[src/rtl/ps_axi_burst_splitter.sv]
// Re-issues upstream AXI4 bursts as single-beat downstream transactions and merges the responses.
// Optional macro PS_AXI_SPLIT_WRAP_EN enables true WRAP address sequencing (else WRAP acts as INCR).
module ps_axi_burst_splitter #(
  parameter int ADDR_W = 32,
  parameter int DATA_W = 32,
  parameter int ID_W   = 12
) (
  input  logic                clock,
  input  logic                reset,
  // upstream read address / data
  input  logic                s_ar_valid,
  input  logic [ADDR_W-1:0]   s_ar_addr,
  input  logic [7:0]          s_ar_len,
  input  logic [2:0]          s_ar_size,
  input  logic [1:0]          s_ar_burst,
  input  logic [ID_W-1:0]     s_ar_id,
  output logic                s_ar_ready,
  output logic                s_r_valid,
  output logic [DATA_W-1:0]   s_r_data,
  output logic [1:0]          s_r_resp,
  output logic [ID_W-1:0]     s_r_id,
  output logic                s_r_last,
  input  logic                s_r_ready,
  // upstream write address / data / response
  input  logic                s_aw_valid,
  input  logic [ADDR_W-1:0]   s_aw_addr,
  input  logic [7:0]          s_aw_len,
  input  logic [2:0]          s_aw_size,
  input  logic [1:0]          s_aw_burst,
  input  logic [ID_W-1:0]     s_aw_id,
  output logic                s_aw_ready,
  input  logic                s_w_valid,
  input  logic [DATA_W-1:0]   s_w_data,
  input  logic [DATA_W/8-1:0] s_w_strb,
  input  logic                s_w_last,
  output logic                s_w_ready,
  output logic                s_b_valid,
  output logic [1:0]          s_b_resp,
  output logic [ID_W-1:0]     s_b_id,
  input  logic                s_b_ready,
  // downstream read address / data
  output logic                m_ar_valid,
  output logic [ADDR_W-1:0]   m_ar_addr,
  output logic [7:0]          m_ar_len,
  output logic [2:0]          m_ar_size,
  output logic [1:0]          m_ar_burst,
  output logic [ID_W-1:0]     m_ar_id,
  input  logic                m_ar_ready,
  input  logic                m_r_valid,
  input  logic [DATA_W-1:0]   m_r_data,
  input  logic [1:0]          m_r_resp,
  input  logic [ID_W-1:0]     m_r_id,
  input  logic                m_r_last,
  output logic                m_r_ready,
  // downstream write address / data / response
  output logic                m_aw_valid,
  output logic [ADDR_W-1:0]   m_aw_addr,
  output logic [7:0]          m_aw_len,
  output logic [2:0]          m_aw_size,
  output logic [1:0]          m_aw_burst,
  output logic [ID_W-1:0]     m_aw_id,
  input  logic                m_aw_ready,
  output logic                m_w_valid,
  output logic [DATA_W-1:0]   m_w_data,
  output logic [DATA_W/8-1:0] m_w_strb,
  output logic                m_w_last,
  input  logic                m_w_ready,
  input  logic                m_b_valid,
  input  logic [1:0]          m_b_resp,
  input  logic [ID_W-1:0]     m_b_id,
  output logic                m_b_ready,
  output logic                protocol_err
);

  localparam int STRB_W = DATA_W / 8;

  typedef enum logic [1:0] {R_IDLE, R_ISSUE, R_WAIT, R_RET} rstate_t;
  typedef enum logic [2:0] {W_IDLE, W_AW, W_WCAP, W_WPUSH, W_B, W_RESP} wstate_t;

  function automatic logic [ADDR_W-1:0] f_next_addr(
    input logic [ADDR_W-1:0] addr,
    input logic [2:0]        size,
    input logic [1:0]        burst
`ifdef PS_AXI_SPLIT_WRAP_EN
    , input logic [7:0]      len
`endif
  );
    logic [ADDR_W-1:0] incr;
`ifdef PS_AXI_SPLIT_WRAP_EN
    logic [ADDR_W-1:0] mask;
`endif
    incr = addr + (ADDR_W'(1) << size);
    if (burst == 2'b00) return addr;
`ifdef PS_AXI_SPLIT_WRAP_EN
    mask = ((ADDR_W'(len) + ADDR_W'(1)) << size) - ADDR_W'(1);
    if (burst == 2'b10) return (addr & ~mask) | (incr & mask);
`endif
    return incr;
  endfunction

  // ---------------- read path ----------------
  rstate_t           r_rstate, w_rstate_nxt;
  logic [ADDR_W-1:0] r_ar_addr;
  logic [7:0]        r_ar_len, r_rcnt;
  logic [2:0]        r_ar_size;
  logic [1:0]        r_ar_burst, r_rresp;
  logic [ID_W-1:0]   r_ar_id;
  logic [DATA_W-1:0] r_rdata;
  logic              w_ar_hs, w_mr_hs, w_sr_hs, w_rfinal;
  logic [ADDR_W-1:0] w_ar_next;

  assign w_ar_hs  = s_ar_valid & s_ar_ready;
  assign w_mr_hs  = m_r_valid & m_r_ready;
  assign w_sr_hs  = s_r_valid & s_r_ready;
  assign w_rfinal = (r_rcnt == r_ar_len);
`ifdef PS_AXI_SPLIT_WRAP_EN
  assign w_ar_next = f_next_addr(r_ar_addr, r_ar_size, r_ar_burst, r_ar_len);
`else
  assign w_ar_next = f_next_addr(r_ar_addr, r_ar_size, r_ar_burst);
`endif

  always_ff @(posedge clock or posedge reset) begin
    if (reset) r_rstate <= R_IDLE;
    else       r_rstate <= w_rstate_nxt;
  end

  always_comb begin
    w_rstate_nxt = r_rstate;
    s_ar_ready   = 1'b0;
    m_ar_valid   = 1'b0;
    m_r_ready    = 1'b0;
    s_r_valid    = 1'b0;
    case (r_rstate)
      R_IDLE: begin
        // Ready is held low while reset is asserted even though the state already reads IDLE.
        s_ar_ready = ~reset;
        if (w_ar_hs) w_rstate_nxt = R_ISSUE;
      end
      R_ISSUE: begin
        m_ar_valid = 1'b1;
        if (m_ar_ready) w_rstate_nxt = R_WAIT;
      end
      R_WAIT: begin
        m_r_ready = 1'b1;
        if (m_r_valid) w_rstate_nxt = R_RET;
      end
      R_RET: begin
        s_r_valid = 1'b1;
        if (s_r_ready) w_rstate_nxt = w_rfinal ? R_IDLE : R_ISSUE;
      end
      default: w_rstate_nxt = R_IDLE;
    endcase
  end

  always_ff @(posedge clock or posedge reset) begin
    if (reset) begin
      r_ar_addr  <= '0;
      r_ar_len   <= '0;
      r_ar_size  <= '0;
      r_ar_burst <= '0;
      r_ar_id    <= '0;
      r_rcnt     <= '0;
      r_rdata    <= '0;
      r_rresp    <= '0;
    end else begin
      if (w_ar_hs) begin
        r_ar_addr  <= s_ar_addr;
        r_ar_len   <= s_ar_len;
        r_ar_size  <= s_ar_size;
        r_ar_burst <= s_ar_burst;
        r_ar_id    <= s_ar_id;
        r_rcnt     <= '0;
      end
      if (w_mr_hs) begin
        r_rdata <= m_r_data;
        r_rresp <= m_r_resp;
      end
      if (w_sr_hs && !w_rfinal) begin
        r_ar_addr <= w_ar_next;
        r_rcnt    <= r_rcnt + 8'd1;
      end
    end
  end

  assign m_ar_addr  = r_ar_addr;
  assign m_ar_len   = 8'd0;
  assign m_ar_size  = r_ar_size;
  assign m_ar_burst = 2'b01;
  assign m_ar_id    = r_ar_id;
  assign s_r_data   = r_rdata;
  assign s_r_resp   = r_rresp;
  assign s_r_id     = r_ar_id;
  assign s_r_last   = w_rfinal;

  // ---------------- write path ----------------
  wstate_t           r_wstate, w_wstate_nxt;
  logic [ADDR_W-1:0] r_aw_addr;
  logic [7:0]        r_aw_len, r_wcnt;
  logic [2:0]        r_aw_size;
  logic [1:0]        r_aw_burst, r_bacc;
  logic [ID_W-1:0]   r_aw_id;
  logic [DATA_W-1:0] r_wdata;
  logic [STRB_W-1:0] r_wstrb;
  logic              r_perr;
  logic              w_aw_hs, w_w_hs, w_mb_hs, w_wfinal;
  logic [ADDR_W-1:0] w_aw_next;

  assign w_aw_hs  = s_aw_valid & s_aw_ready;
  assign w_w_hs   = s_w_valid & s_w_ready;
  assign w_mb_hs  = m_b_valid & m_b_ready;
  assign w_wfinal = (r_wcnt == r_aw_len);
`ifdef PS_AXI_SPLIT_WRAP_EN
  assign w_aw_next = f_next_addr(r_aw_addr, r_aw_size, r_aw_burst, r_aw_len);
`else
  assign w_aw_next = f_next_addr(r_aw_addr, r_aw_size, r_aw_burst);
`endif

  always_ff @(posedge clock or posedge reset) begin
    if (reset) r_wstate <= W_IDLE;
    else       r_wstate <= w_wstate_nxt;
  end

  always_comb begin
    w_wstate_nxt = r_wstate;
    s_aw_ready   = 1'b0;
    m_aw_valid   = 1'b0;
    s_w_ready    = 1'b0;
    m_w_valid    = 1'b0;
    m_b_ready    = 1'b0;
    s_b_valid    = 1'b0;
    case (r_wstate)
      W_IDLE: begin
        s_aw_ready = ~reset;
        if (w_aw_hs) w_wstate_nxt = W_AW;
      end
      W_AW: begin
        m_aw_valid = 1'b1;
        if (m_aw_ready) w_wstate_nxt = W_WCAP;
      end
      W_WCAP: begin
        s_w_ready = 1'b1;
        if (s_w_valid) w_wstate_nxt = W_WPUSH;
      end
      W_WPUSH: begin
        m_w_valid = 1'b1;
        if (m_w_ready) w_wstate_nxt = W_B;
      end
      W_B: begin
        m_b_ready = 1'b1;
        if (m_b_valid) w_wstate_nxt = w_wfinal ? W_RESP : W_AW;
      end
      W_RESP: begin
        s_b_valid = 1'b1;
        if (s_b_ready) w_wstate_nxt = W_IDLE;
      end
      default: w_wstate_nxt = W_IDLE;
    endcase
  end

  always_ff @(posedge clock or posedge reset) begin
    if (reset) begin
      r_aw_addr  <= '0;
      r_aw_len   <= '0;
      r_aw_size  <= '0;
      r_aw_burst <= '0;
      r_aw_id    <= '0;
      r_wcnt     <= '0;
      r_wdata    <= '0;
      r_wstrb    <= '0;
      r_bacc     <= '0;
      r_perr     <= 1'b0;
    end else begin
      if (w_aw_hs) begin
        r_aw_addr  <= s_aw_addr;
        r_aw_len   <= s_aw_len;
        r_aw_size  <= s_aw_size;
        r_aw_burst <= s_aw_burst;
        r_aw_id    <= s_aw_id;
        r_wcnt     <= '0;
        r_bacc     <= '0;
      end
      if (w_w_hs) begin
        r_wdata <= s_w_data;
        r_wstrb <= s_w_strb;
        // The beat count from len stays authoritative; a wrong wlast is only flagged.
        if (s_w_last != w_wfinal) r_perr <= 1'b1;
      end
      if (w_mb_hs) begin
        // Resp encodings order by severity numerically: DECERR > SLVERR > EXOKAY > OKAY.
        if (m_b_resp > r_bacc) r_bacc <= m_b_resp;
        if (!w_wfinal) begin
          r_aw_addr <= w_aw_next;
          r_wcnt    <= r_wcnt + 8'd1;
        end
      end
    end
  end

  assign m_aw_addr    = r_aw_addr;
  assign m_aw_len     = 8'd0;
  assign m_aw_size    = r_aw_size;
  assign m_aw_burst   = 2'b01;
  assign m_aw_id      = r_aw_id;
  assign m_w_data     = r_wdata;
  assign m_w_strb     = r_wstrb;
  assign m_w_last     = 1'b1;
  assign s_b_resp     = r_bacc;
  assign s_b_id       = r_aw_id;
  assign protocol_err = r_perr;

  // Downstream IDs and rlast carry no information for single-beat transactions.
  logic w_unused;
  assign w_unused = ^{m_r_id, m_r_last, m_b_id};

endmodule

[config.mk]
export PLATFORM = sky130hd
export DESIGN_NAME = ps_axi_burst_splitter
export DESIGN_NICKNAME = d
export VERILOG_FILES = /design/src/rtl/ps_axi_burst_splitter.sv
export SDC_FILE = /design/constraint.sdc
export NUM_CORES = 1
export LEC_CHECK = 0
export ABC_AREA = 1
export CORE_UTILIZATION = 40
export DETAILED_ROUTE_END_ITERATION = 10
export DONT_BUFFER_PORTS = 1
export HOLD_SLACK_MARGIN = 0.12
export PLACE_DENSITY_LB_ADDON = 0.25
export SLEW_MARGIN = 20
export SYNTH_ARGS = -nofsm -noshare
export SYNTH_HDL_FRONTEND = slang
export SYNTH_SLANG_ARGS = --single-unit
[constraint.sdc]
create_clock -name clock -period 9 [get_ports clock]
set_clock_uncertainty 0.2 [all_clocks]
set_input_delay 2.25 -clock clock [delete_from_list [all_inputs] [get_ports clock]]
set_output_delay 2.25 -clock clock [all_outputs]
set_load 0.02 [all_outputs]
Yosys cells after proc, flatten, opt, wreduce, memory -nomap -nowiden
Cells that the tools add are included.
- register bits: 208
- logic and storage cells: 109
- output and inout bits: 223
- input port bits: 224
- eq/ne operators: 23
- bitwise operators: 7
- order comparisons: 1
- add/sub/neg operators: 4
- reductions and logical operators: 11
- muxes and demuxes: 41
- shift operators: 2
- operator list (kind ; count):
    $mux W32 ; 7
    $add A32 B32 Y32 ; 2
    $shl A1 B3 Y32 const A ; 2
    $mux W8 ; 5
    $mux W3 ; 7
    $ne A2 B2 Y1 const B ; 10
    $pmux W3 S6 ; 1
    $add A8 B1 Y8 const B ; 2
    $eq A8 B8 Y1 ; 2
    $mux W2 ; 7
    $mux W1 ; 13
    $pmux W2 S4 ; 1
    $and A1 B1 Y1 ; 6
    $eq A3 B2 Y1 const B ; 2
    $eq A3 B3 Y1 const B ; 2
    $logic_not A2 Y1 ; 3
    $reduce_and A6 Y1 ; 1
    $eq A2 B2 Y1 const B ; 2
    $ne A4 B4 Y1 const B ; 1
    $reduce_and A2 Y1 ; 2
    $reduce_and A4 Y1 ; 1
    $eq A3 B1 Y1 const B ; 1
    $logic_not A3 Y1 ; 1
    $ne A3 B3 Y1 const B ; 1
    other kinds (7) ; 7

Depth between registers and ports, before layout
- depth after elaboration: 6
- mapped depth: 15
- depth with buffers taken out: 15

Worst setup path before layout
OpenSTA, ideal clock, no wires.
- path kind: input to output
- start: in reset
- end: out s_ar_ready
- buffers on the path: 0
- stages: 1
- setup slack: 3.978 ns
- required time: 6.550 ns
- data arrival time: 2.572 ns
- cells stage by stage: nor2_1
- longest elaborated chain between the ends: 2
- RTL lines (element ; line ; RTL):
    start: declaration ; 9 ; input logic reset,
    $not A1 Y1 ; 136 ; s_ar_ready = ~reset;
    $mux W1 ; 133 ; case (r_rstate)
    end: declaration ; 17 ; output logic s_ar_ready,
Every way passes these cells.

Final worst setup path
Same ends and word-level chain as after synthesis.

==> flow_summary.toml <==
[floorplan]
die_y_um = 181
die_w_um = 181
floorplan.rows = 65
initial_standard_cell_utilization_of_the_core_pct = 40.7
design.die.area_mm2 = 0.0328
core_region_area_mm2 = 0.0316
io_pins = 447

[final_layout]
share_of_cells_above_drive_strength_1_pct = 6.10
flow.area_growth_from_synthesis_pct = 6.67
design_area_mm2 = 0.0137
finish.net_count = 2054

[logic_synthesis]
synthDominantAreaCellType = "dfrtp_1"
yosysTopAreaCellShare_pct = 40.5
seq_area_frac_synth_pct = 40.5
synth.distinct_cells = 42
synth_area_leaders = "dfrtp_1 41%, nand2_1 23%, nand3_1 6.7%, inv_1 5.8%, buf_4 3.2%"
synthesized_instance_count = 1848
postSynthAreaPerCell_um2 = 6.95
synth_seq_cells = 208
ys.warnings.count = 0
mappedNetlistArea_mm2 = 0.0128

[sta]
final_setup_violations = 0
period_share_pct = 56.4
drv_slew = 0
final-hold-violation-count = 0
worst_slew_margin_rel_pct = 32.4
worst_pin_slew_ns = 1.01
grt_setup_unrepaired = "no"
max_freq_ghz = 0.197
tns_ns = 0
hold_ws_ns = 0.281
finalCriticalPeriod_ns = 5.08

[global_route]
antenna_found_initial = 7
grt_pass1_wl_mm = 59.5
grt_start_max_net_pins = 83
grtUsageTotal_pct = 22.8
grt-ovfl-total = 0
first_global_vias = 11073

[clock_network]
cts-hold-fix-buffers = 0
cts-htree-levels = 1
post-cts-setup-buffers = 0
tritoncts = "done"
cts.clk_slew.worst_paths_ns = 0.06
cts_buffer_depth = 3
root_buffer = "clkbuf_16"
post_cts.resized_instances = 0
clock_latency_ns = 0.55
cts_inserted_buffers = 26
cts.sink_count = 208

[worst_setup_path]
crit_path_cell_trace = "nor2_1"
worst_r2r_path_depth = 12
end_kind = "primary output"
signal_arrival_time_at_the_worst_endpoint_ns = 2.63
endpoint = "s_ar_ready"
slowest_delay_ns = 0.38
regToRegEndpoint = "m_ar_addr[14]"
ff2ff_setup_slack_ns = 5.67
setup.worst_path.class = "in -> out"
crit_path_start = "reset"
crit_required_ns = 6.55
cp_num_cells = 1
worst-path-buf-inv = 0
r2r-start = "r_rstate[0]"
critical_path.slowest_cell = "nor2_1"
path_delay_family = "simple AND/OR/NAND/NOR gates"
critical_path_startpoint_category = "primary input"
crit_path_max_fanout = 3

[status]
run_status = "finished, final reports clean"

[power_and_ir_drop]
cellPowerDensity_mw_per_mm2 = 370
ir_drop_mv = 0.232
static-leakage-power_uw = 0.00723

[placement]
portBuffers = 0
place.gp.congestion = 0.896
place.detailed.hpwl_mm = 27.8
placed_area_mm2 = 0.0128

[drt]
highest-signal-layer = "met5"
met1Wirelength_mm = 15.7
viasPerCell = 5.08
length_of_routed_met2_wiring_mm = 17.7
firstDrtPassIters = 5
total_via_count_in_the_routed_design = 11319
drt_iter0_drc = 589
route.antenna.remaining_nets = 0
routedWlPerCell_um = 17.0
postRouteWirelength_mm = 38.0
detailroute.wirelength.met3_mm = 3.14
drc_violation_count_after_routing = 0

[min_path]
holdCritPathClass = "reg -> reg"

[run]
max_cap_viol_count = 0
[layer usage]
| metal | GRT usage, % | up-vias |
|---|---|---|
| met4 | 9.36 | 6 |
| met2 | 38.0 | 394 |
| met5 | 0 | - |
| li1 | - | 5610 |
| met3 | 6.69 | 73 |
| met1 | 27.4 | 5236 |
[cells by family after synthesis]
kind of cell / after synthesis / share of synthesized area [%]
simple gates: 1149 / 36.9
fa+ha+maj: 27 / 2.75
buf+inv: 307 / 11.1
mux: 34 / 2.98
other cells: 2 / 0.0585
compound gates: 96 / 3.97
flops: 208 / 40.5
xor+xnor: 25 / 1.70
[placed cells by master (no fill, tap or decap), types with 2 or more instances in the layout]
cell | synthesis | layout
mux2_2 | 34 | 34
buf_4 | 55 | 7
nand2_2 | 2 | 3
nor2_2 | 4 | 4
inv_2 | 7 | 7
clkbuf_1 | 12 | 6
a21oi_1 | 14 | 14
or2_2 | 4 | 4
clkinv_2 | 0 | 3
nand3_1 | 171 | 171
nor2_1 | 98 | 98
nor3_1 | 30 | 30
nor2_4 | 2 | 2
dfrtp_1 | 208 | 208
diode_2 | 0 | 5
nand3b_1 | 6 | 6
nand4_1 | 21 | 21
clkbuf_16 | 0 | 26
fa_1 | 2 | 2
ha_1 | 25 | 25
nand2_1 | 801 | 800
xnor2_1 | 15 | 15
clkbuf_8 | 0 | 5
nand2_4 | 4 | 4
inv_1 | 199 | 198
o21ai_0 | 70 | 70
xor2_1 | 10 | 10
and2_1 | 2 | 2
clkinvlp_4 | 0 | 3
conb_1 | 2 | 21
o22ai_1 | 5 | 5
[through the flow]
| stage | worst slack, ns | util (%) | power [µW] | instances |
|---|---|---|---|---|
| after floorplan | 0.869 | - | 3640 | 1867 |
| final | 3.92 | 43.4 | 5070 | 2228 |
| after global routing | 3.90 | 43.4 | 5460 | 2227 |
| after CTS | 3.92 | 43.4 | 5120 | 2223 |
| after detailed placement | 3.92 | 40.7 | 4060 | 2177 |
| after global placement | 3.93 | 40.7 | 4010 | 2177 |
[sequential cells by signal, summed over array words and instances, names as in the netlist, 2 cells and up]
name	flops
m_ar_addr	32
m_ar_id	12
m_ar_size	3
m_aw_addr	32
m_aw_id	12
m_aw_size	3
m_w_data	32
m_w_strb	4
r_ar_burst	2
r_ar_len	8
r_aw_burst	2
r_aw_len	8
r_rcnt	8
r_rstate	2
r_wcnt	8
r_wstate	3
s_b_resp	2
s_r_data	32
s_r_resp	2
[worst min path at each step]
stage | endpoint | from | depth (start not counted)
floorplan | r_ar_burst[1] | r_ar_burst[1] | 2
global placement | r_aw_burst[1] | r_aw_burst[1] | 2
detailed placement | r_aw_burst[1] | r_aw_burst[1] | 2
CTS | r_aw_burst[1] | r_aw_burst[1] | 2
global route | r_ar_burst[0] | r_ar_burst[0] | 2
finish | r_aw_burst[1] | r_aw_burst[1] | 2
[synthesized netlist by cell type, drive strengths merged]
cell type and instances:
a21oi 15, a31oi 1, and2 2, buf 87, clkbuf 12, clkinv 1
conb 2, dfrtp 208, fa 2, ha 25, inv 207, mux2 34
nand2 807, nand3 172, nand3b 6, nand4 22, nor2 104, nor3 31
nor4 1, o211ai 1, o21a 1, o21ai 71, o21bai 1, o221ai 1
o22ai 5, or2 4, xnor2 15, xor2 10
[final cells by class]
class	instances	area (µm²)
fillers	3258	17900
multi-input cells	1352	6290
flip-flops and latches	208	5200
inverters	208	791
clock buffers	37	742
well taps	402	503
clock inverters	9	106
repair buffers	7	52.6
diodes	5	12.5
[power breakdown]
| group | switching (µW) | internal [µW] | total, µW |
|---|---|---|---|
| Combinational | 1040 | 610 | 1650 |
| Sequential | 1030 | 1350 | 2380 |
| Clock | 427 | 604 | 1030 |
| Total | 2500 | 2560 | 5070 |
No activity file was read; power rests on OpenSTA's default activity.
